File: config.mk
export PLATFORM = sky130hd
export DESIGN_NAME = ipsxe_fft_test_seq
export DESIGN_NICKNAME = d
export VERILOG_FILES = /design/src/rtl/ipsxe_fft_test_seq.sv
export SDC_FILE = /design/constraint.sdc
export NUM_CORES = 1
export LEC_CHECK = 0
export ABC_CLOCK_PERIOD_IN_PS = 2900
export BUFFER_PORTS_ARGS = -buffer_cell sky130_fd_sc_hd__buf_4
export CAP_MARGIN = 20
export CORE_MARGIN = 3
export CORE_UTILIZATION = 40
export CTS_CLUSTER_DIAMETER = 60
export DETAILED_ROUTE_END_ITERATION = 8
export PLACE_DENSITY_LB_ADDON = 0.15
export SYNTH_ARGS = -nofsm -noshare
export SYNTH_HDL_FRONTEND = slang
export SYNTH_SLANG_ARGS = --single-unit
File: constraint.sdc
create_clock -name i_clk -period 2.9 [get_ports i_clk]
set_input_delay 0.58 -clock i_clk [delete_from_list [all_inputs] [get_ports i_clk]]
set_output_delay 0.58 -clock i_clk [all_outputs]
set_load 0.1 [all_outputs]
File: src/rtl/ipsxe_fft_test_seq.sv
// ipsxe_fft_test_seq: debounced start, run sequencing, watchdog and sticky error capture for FFT test channels
module ipsxe_fft_test_seq #(
  parameter int NUM_CH       = 1,
  parameter int DB_CNT_MAX   = 2048,
  parameter int DB_CNT_WIDTH = 12,
  parameter int RUN_NUM      = 4,
  parameter int GAP_CYC      = 16,
  parameter int TIMEOUT_CYC  = 1048576,
  parameter int TIMEOUT_W    = 21,
  parameter int RUN_CNT_W    = 16
) (
  input  logic                   i_clk,
  input  logic                   i_rst,
  input  logic                   i_aclken,
  input  logic                   i_start_test,
  input  logic                   i_stop,
  input  logic [1:0]             i_mode,
  input  logic [NUM_CH-1:0]      i_chk_finished,
  input  logic [NUM_CH-1:0]      i_err,
  input  logic [3*NUM_CH-1:0]    i_alm,
  output logic                   o_start_pulse,
  output logic                   o_busy,
  output logic                   o_done,
  output logic [NUM_CH-1:0]      o_err_ch,
  output logic                   o_timeout,
  output logic                   o_err,
  output logic [RUN_CNT_W-1:0]   o_run_cnt,
  output logic [RUN_CNT_W-1:0]   o_fail_cnt
);
  localparam int GW = $clog2(GAP_CYC + 1);
  typedef enum logic [2:0] {IDLE, LAUNCH, ARM, WAIT, GAP, DONE} state_t;
  state_t                 state;
  logic [2:0]             sync;
  logic [DB_CNT_WIDTH-1:0] db_cnt;
  logic [TIMEOUT_W-1:0]   wd;
  logic [GW-1:0]          gap;
  logic                   stop_l, run_fail;
  logic [NUM_CH-1:0]      hit;
  logic                   btn_edge, fail_now, stop_now, last;
  logic [RUN_CNT_W-1:0]   run_nx, fail_nx;
  // per-channel error: checker error or any nonzero FFT alarm bit
  always_comb begin
    hit = '0;
    for (int c = 0; c < NUM_CH; c++) hit[c] = i_err[c] | (|i_alm[3*c +: 3]);
  end
  assign btn_edge = sync[1] & ~sync[2];
  assign fail_now = run_fail | (|hit);
  assign stop_now = stop_l | i_stop;
  assign run_nx   = &o_run_cnt ? o_run_cnt : o_run_cnt + 1'b1;
  assign fail_nx  = &o_fail_cnt ? o_fail_cnt : o_fail_cnt + 1'b1;
  assign last     = i_mode == 2'b01 ? run_nx == RUN_CNT_W'(RUN_NUM) : i_mode != 2'b10;
  assign o_err    = |o_err_ch | o_timeout;
  // sequencer FSM with registered outputs; errors in the LAUNCH cycle are dropped by the launch clear
  always_ff @(posedge i_clk) begin
    if (i_rst) begin
      state         <= IDLE;
      sync          <= 3'b111;
      db_cnt        <= '0;
      wd            <= '0;
      gap           <= '0;
      stop_l        <= 1'b0;
      run_fail      <= 1'b0;
      o_start_pulse <= 1'b0;
      o_busy        <= 1'b0;
      o_done        <= 1'b0;
      o_err_ch      <= '0;
      o_timeout     <= 1'b0;
      o_run_cnt     <= '0;
      o_fail_cnt    <= '0;
    end else if (i_aclken) begin
      sync <= {sync[1:0], i_start_test};
      if (o_busy && i_stop) stop_l <= 1'b1;
      if (o_busy && state != LAUNCH && |hit) begin
        o_err_ch <= o_err_ch | hit;
        run_fail <= 1'b1;
      end
      case (state)
        IDLE, DONE:
          if (db_cnt == '0) begin
            if (btn_edge) db_cnt <= DB_CNT_WIDTH'(1);
          end else if (i_stop) db_cnt <= '0;
          else if (db_cnt == DB_CNT_WIDTH'(DB_CNT_MAX - 1)) begin
            db_cnt        <= '0;
            state         <= LAUNCH;
            o_start_pulse <= 1'b1;
            o_busy        <= 1'b1;
            o_done        <= 1'b0;
            o_err_ch      <= '0;
            o_timeout     <= 1'b0;
            o_run_cnt     <= '0;
            o_fail_cnt    <= '0;
            stop_l        <= 1'b0;
          end else db_cnt <= db_cnt + 1'b1;
        LAUNCH: begin
          o_start_pulse <= 1'b0;
          run_fail      <= 1'b0;
          state         <= ARM;
        end
        ARM: begin
          wd    <= '0;
          state <= WAIT;
        end
        WAIT:
          if (&i_chk_finished) begin
            o_run_cnt <= run_nx;
            if (fail_now) o_fail_cnt <= fail_nx;
            gap <= '0;
            if (last || stop_now) begin
              state  <= DONE;
              o_busy <= 1'b0;
              o_done <= 1'b1;
            end else state <= GAP;
          end else if (wd == TIMEOUT_W'(TIMEOUT_CYC - 1)) begin
            o_timeout  <= 1'b1;
            run_fail   <= 1'b1;
            o_run_cnt  <= run_nx;
            o_fail_cnt <= fail_nx;
            state      <= DONE;
            o_busy     <= 1'b0;
            o_done     <= 1'b1;
          end else wd <= wd + 1'b1;
        GAP:
          if (gap == GW'(GAP_CYC - 1)) begin
            if (stop_now) begin
              state  <= DONE;
              o_busy <= 1'b0;
              o_done <= 1'b1;
            end else begin
              state         <= LAUNCH;
              o_start_pulse <= 1'b1;
            end
          end else gap <= gap + 1'b1;
        default: state <= IDLE;
      endcase
    end
  end
endmodule

---- Word-level counts from Yosys, hierarchy flattened ----
Cells that the tools add are included.
cells by class
  add/sub/neg operators ................... 5
  equality and inequality tests ........... 27
  muxes and demuxes ....................... 69
  bitwise operators ....................... 7
  reduce and logical (&&, ||, !) cells .... 24
operators by type and width
  cell                   number
  $mux 16                10
  $pmux 16 s2            2
  $mux 12                4
  $mux 21                2
  $pmux 21 s2            1
  $mux 1                 34
  $add 16x1->16 const B  2
  $reduce_and 16->1      2
  $ne 2x2->1 const B     13
  $add 21x1->21 const B  1
  $eq 21x20->1 const B   1
  $mux 3                 7
  $reduce_and 7->1       3
  $eq 16x3->1 const B    1
  $pmux 3 s5             1
  $add 12x1->12 const B  1
  $eq 12x11->1 const B   1
  $logic_not 12->1       1
  $reduce_and 6->1       2
  $mux 5                 2
  $pmux 5 s2             1
  $ne 3x3->1 const B     3
  $pmux 1 s3             3
  $reduce_and 9->1       1
  20 further kinds       33
word-level totals
  register bits after elaboration ......... 83
  bits of input ports ..................... 12
  output and inout bits ................... 38
  word-level logic and storage cells ...... 146

---- Logic depth before layout (Yosys ltp) ----
  depth after elaboration ................. 8
  mapped depth ............................ 9
  mapped depth without buffers ............ 9

---- Least setup slack after synthesis ----
Ideal clock, no wire load.
  path type ............................... register to register
  start point ............................. reg o_run_cnt[0]
  end point ............................... reg o_busy
  library setup time ...................... 0.132 ns
  arrival time ............................ 2.830 ns
  data required time ...................... 2.768 ns
  setup slack ............................. -0.062 ns
  cell stages (with the launch flop) ...... 10
  clock period less this slack ............ 2.962 ns
  cell sequence ........................... dfxtp_1 > ha_1 > buf_2 > nand4_1 > nor4_1 > mux2_2 > a21oi_1 > a41oi_1 > o21ai_0 > a21oi_1
on the way
  cells in the longest elaborated chain, start to end .. 7
  elaborated cells between the ends (all ways) .. 8
RTL lines
  element                                                    RTL line  source
  start: declaration                                         27        output logic [RUN_CNT_W-1:0] o_run_cnt,
  start signal: assignment                                   105       o_run_cnt <= run_nx;
  start signal: assignment                                   116       o_run_cnt <= run_nx;
  $add 16x1->16 / $reduce_and 16->1 (equally long branches)  49        assign run_nx = &o_run_cnt ? o_run_cnt : o_run_cnt + 1'b1;
  $mux 16 *                                                  49
  $eq 16x3->1 *                                              51        assign last = i_mode == 2'b01 ? run_nx == RUN_CNT_W'(RUN_NUM) : i_mode != 2'b10;
  $mux 1 *                                                   51
  $logic_or 1x1->1 *                                         108       if (last || stop_now) begin
  $ne 3x3->1 (no line) *                                     -
  $reduce_and 9->1 (no line) *                               -
  end signal: assignment                                     64        o_busy <= 1'b0;
  end signal: assignment                                     110       o_busy <= 1'b0;
  end signal: assignment                                     119       o_busy <= 1'b0;
  end: declaration                                           22        output logic o_busy,
Every way passes the cells marked *; elsewhere a longest branch is shown, timed or not.
A chain may end at the register's enable or synchronous reset.

---- Final worst setup path ----
  start point ............................. reg state[0]
  end point ............................... reg o_run_cnt[1]
on the way
  cells in the longest elaborated chain, start to end .. 4
  elaborated cells between the ends (all ways) .. 11
RTL lines
  element                                                           RTL line  source
  start: declaration                                                32        state_t state;
  start signal: assignment                                          56        state <= IDLE;
  start signal: assignment                                          84        state <= LAUNCH;
  start signal: assignment                                          97        state <= ARM;
  $eq 3x3->1 / $logic_not 3->1 (equally long branches)              77        case (state)
  $reduce_or 2->1                                                   77
  $ne 2x2->1 (no line) / $reduce_bool 2->1 (equally long branches)  -
  $reduce_and 6->1 (no line)                                        -
Several ways; a longest one is shown, not always the timed one.

==> metrics.md <==
| Metric | Value |
|---|---|
| # setup viols final | 0 |
| Post-synth EDFFs | 0 |
| Fillers | 1082 |
| Detailed-route via count | 4180 |
| WHS Path Cells | 3 |
| Worst Reg-to-Reg Cells | 6 |
| Post-layout min period | 2.57 ns |
| R2R Setup Slk | 0.33 ns |
| Worst hold path startpoint | i_start_test |
| Ys Warns | 0 |
| CTS root buf | clkbuf_8 |
| End of the worst hold path | sync[0]$_SDFFE_PP1P_ |
| Number of global-route vias before repair | 4083 |
| Syn avg cell area | 8.01 µm² |
| Leakage power | 0.00194 µW |
| Global-route wire length before repair | 19700 µm |
| Via-to-Cell Ratio | 5.60 |
| Detail Placement HPWL | 8090 µm |
| Most frequent cells in the layout | nor2_1 (86), dfxtp_1 (81), buf_4 (62), xor2_1 (37), a21oi_1 (37) |
| CTS buffer count | 9 |
| Drt total wl | 11500 µm |
| Post-place setup slack | 0.361 ns |
| Hold Fails Final Rpt | 0 |
| Detailed Route Iter0 Violations | 231 |
| Area growth syn-to-layout | 15.3% |
| Nets | 621 |
| 1st-pass router iterations | 4 |
| Worst Path Required | 3.16 ns |
| Max-Cap Viols | 0 |
| H-Tree Depth | 3 |
| GR Util All Layers | 19.0% |
| Final GP Congestion | 0.910 |
| Synth unique cells | 58 |
| Post_cts resized | 0 |
| Synth area leader | dfxtp_1 |
| Cell Rows | 38 |
| Outcome | complete, no violations |
| Worst Slack Setup Final | 0.332 ns |
| Tot Pwr | 2550 µW |
| Critical Path AT | 2.83 ns |
| Fin Clk Skew | 0.0100 ns |
| RR Endpoint | o_run_cnt[1]$_SDFFE_PP0P_ |
| Largest net degree at the start of global routing | 29 |
| DRC Markers | 0 |
| Fmax | 0.389 GHz |
| Post-Syn Area | 4500 µm² |
| Clock-pin slew on the worst setup and hold paths | 0.08 ns |
| Worst slew margin relative to its limit | 58.9% |
| Sequential power share | 48.9% |
| I/O pin cnt | 50 |
| Power Dens Cells | 491 nW/µm² |
| Cells after Synth | 561 |
| Clock Path Buffers | 2 |
| Crit Path Class | flop to flop |
| IO Port Bufs | 49 |
| Main synth FF type | dfxtp_1 |
| Comb pwr share | 20.3% |
| Die H | 112 µm |
| Post-place instance area | 5000 µm² |
| RSZ-0062 raised after global routing | no |
| Dominant cells by area after synthesis | dfxtp_1 (37%), xor2_1 (7.2%), nor2_1 (7.2%), nand4_1 (4.5%), a21oi_1 (4.1%) |
| Fin area | 5180 µm² |
| Least-Margin Pin Slew | 0.617 ns |
| Synth top area share | 37.0% |
| Share of cells above drive strength 1 | 15.2% |
| Final Cycle Share | 88.5% |
| Asr flop ratio synth | 0% |
| Die Wd | 112 µm |
| Clock sinks | 83 |
| Leading cell type in the layout, fill and taps excluded | nor2_1 |
| Switch share | 33.4% |
| TritonCTS clock tree | built |
| Core Region | 10900 µm² |
| P_int | 1700 µW |
| Initial core utilization | 41.3% |
| Worst-skew pair later-pin latency | 0.36 ns |
| Sw power | 850 µW |
| CP endpoint kind | flop |
| Sequential area share after synthesis | 37.0% |
| Final core occ | 47.6% |
| Maximum VDD drop | 0.000336 V |
| Diode count | 0 |
| Hold_buf cts | 0 |
| Max-slew violations | 0 |
| Clock power frac | 30.8% |
| Maximum fanout along the worst path | 13 |
| Min-delay worst type | input port to flop |
| Post-CTS Setup Repair Bufs | 0 |
| Initial antenna violation count | 0 |
| Wire length per cell | 15.4 µm |
| Die area | 12500 µm² |
| Routed Antenna Nets | 0 |
| R2r startpoint | state[0]$_SDFFE_PP0P_ |
| Post-route setup TNS | 0 ns |
| Grt ovf | 0 |
| Synthesized Nets | 580 |
| Nature of the critical path startpoint | flop |
| Flops & latches, synth | 83 |
[registers in the layout, summed over array words and instances (netlist names)]
name           count
o_busy             1
stop_l             1
run_fail           1
o_timeout          1
state              3
gap                5
db_cnt            12
o_done             1
sync               3
o_fail_cnt        16
wd                21
o_run_cnt         16
o_err_ch           1
o_start_pulse      1
[metrics by stage]
stage / hold slack (ns) / instances
floorplan: 0.441 / 561
global placement: 0.454 / 731
detailed placement: 0.465 / 731
CTS: 0.427 / 746
finish: 0.443 / 746
global route: 0.429 / 746
[synth_stat cells, drive strengths merged (5+ instances only)]
cell type / number
inv: 10
and3: 18
or4: 5
and4: 13
buf: 12
a31oi: 8
nand4: 33
dfxtp: 83
and2: 9
nor3: 16
nand2: 36
o21ai: 30
ha: 7
mux2i: 7
nor4: 6
nor2: 87
or3: 6
nand2b: 5
xnor2: 7
xor2: 37
clkbuf: 20
a21oi: 37
nand3: 30
[critical path: stages, from the launching register on]
cell and delay [ns]:
dfxtp_1 0.58, and3b_1 0.63, a31oi_4 0.09, or3_1 0.54
nor2_1 0.32, mux2i_1 0.25, nor2_1 0.06
[metal layers]
| layer | global-route usage, % | vias to the layer above | part of all wire [%] | routed length [µm] |
|---|---|---|---|---|
| met5 | 0 | - | 0 | 0 |
| met4 | 6.89 | 0 | 1.2 | 135 |
| met3 | 4.26 | 12 | 4.3 | 494 |
| met2 | 31.0 | 90 | 47 | 5450 |
| met1 | 24.8 | 1979 | 47 | 5430 |
| li1 | - | 2099 | - | - |
[cell families (layout without fill, tap and decap cells)]
kind of cell,count (synthesis),after routing,synth area share (%)
buffers and inverters,42,87,4.04
and+or+nand+nor,279,279,32.9
adders and majority gates,8,8,2.17
xor gates and xnor gates,44,44,8.57
muxes,8,8,1.81
DFF,83,83,37.0
AOI/OAI and AO/OA,97,97,13.5
[power by group through the flow]
stage | combinational, µW | sequential [µW] | clock (µW)
CTS | 517 | 1240 | 813
finish | 517 | 1240 | 785
global placement | 512 | 1270 | 0
floorplan | 286 | 1370 | 0
global route | 562 | 1250 | 871
detailed placement | 515 | 1270 | 0
[worst max path at each step]
stage,slack (ns),from,cells after the start,to
2_1_floorplan,0.13,o_run_cnt[2]$_SDFFE_PP0P_,7,o_busy$_SDFFE_PP0P_
3_3_place_gp,0.43,i_alm[1],9,o_fail_cnt[9]$_SDFFE_PP0P_
3_5_place_dp,0.36,state[0]$_SDFFE_PP0P_,6,o_run_cnt[1]$_SDFFE_PP0P_
4_1_cts,0.35,state[0]$_SDFFE_PP0P_,6,o_run_cnt[1]$_SDFFE_PP0P_
5_1_grt,0.18,state[0]$_SDFFE_PP0P_,6,o_run_cnt[1]$_SDFFE_PP0P_
6_report,0.33,state[0]$_SDFFE_PP0P_,6,o_run_cnt[1]$_SDFFE_PP0P_
[cell type report]
| type | count | area (µm²) | area share, % |
|---|---|---|---|
| Sequential cell | 83 | 1660 | 32.1 |
| Tap cell | 140 | 175 | 3.38 |
| Multi-Input combinational cell | 436 | 2660 | 51.4 |
| Clock buffer | 13 | 169 | 3.26 |
| Inverter | 10 | 37.5 | 0.724 |
| Timing Repair Buffer | 62 | 465 | 8.98 |
| Clock inverter | 2 | 10.0 | 0.193 |
Note: power is estimated with default switching activity, not from simulation.
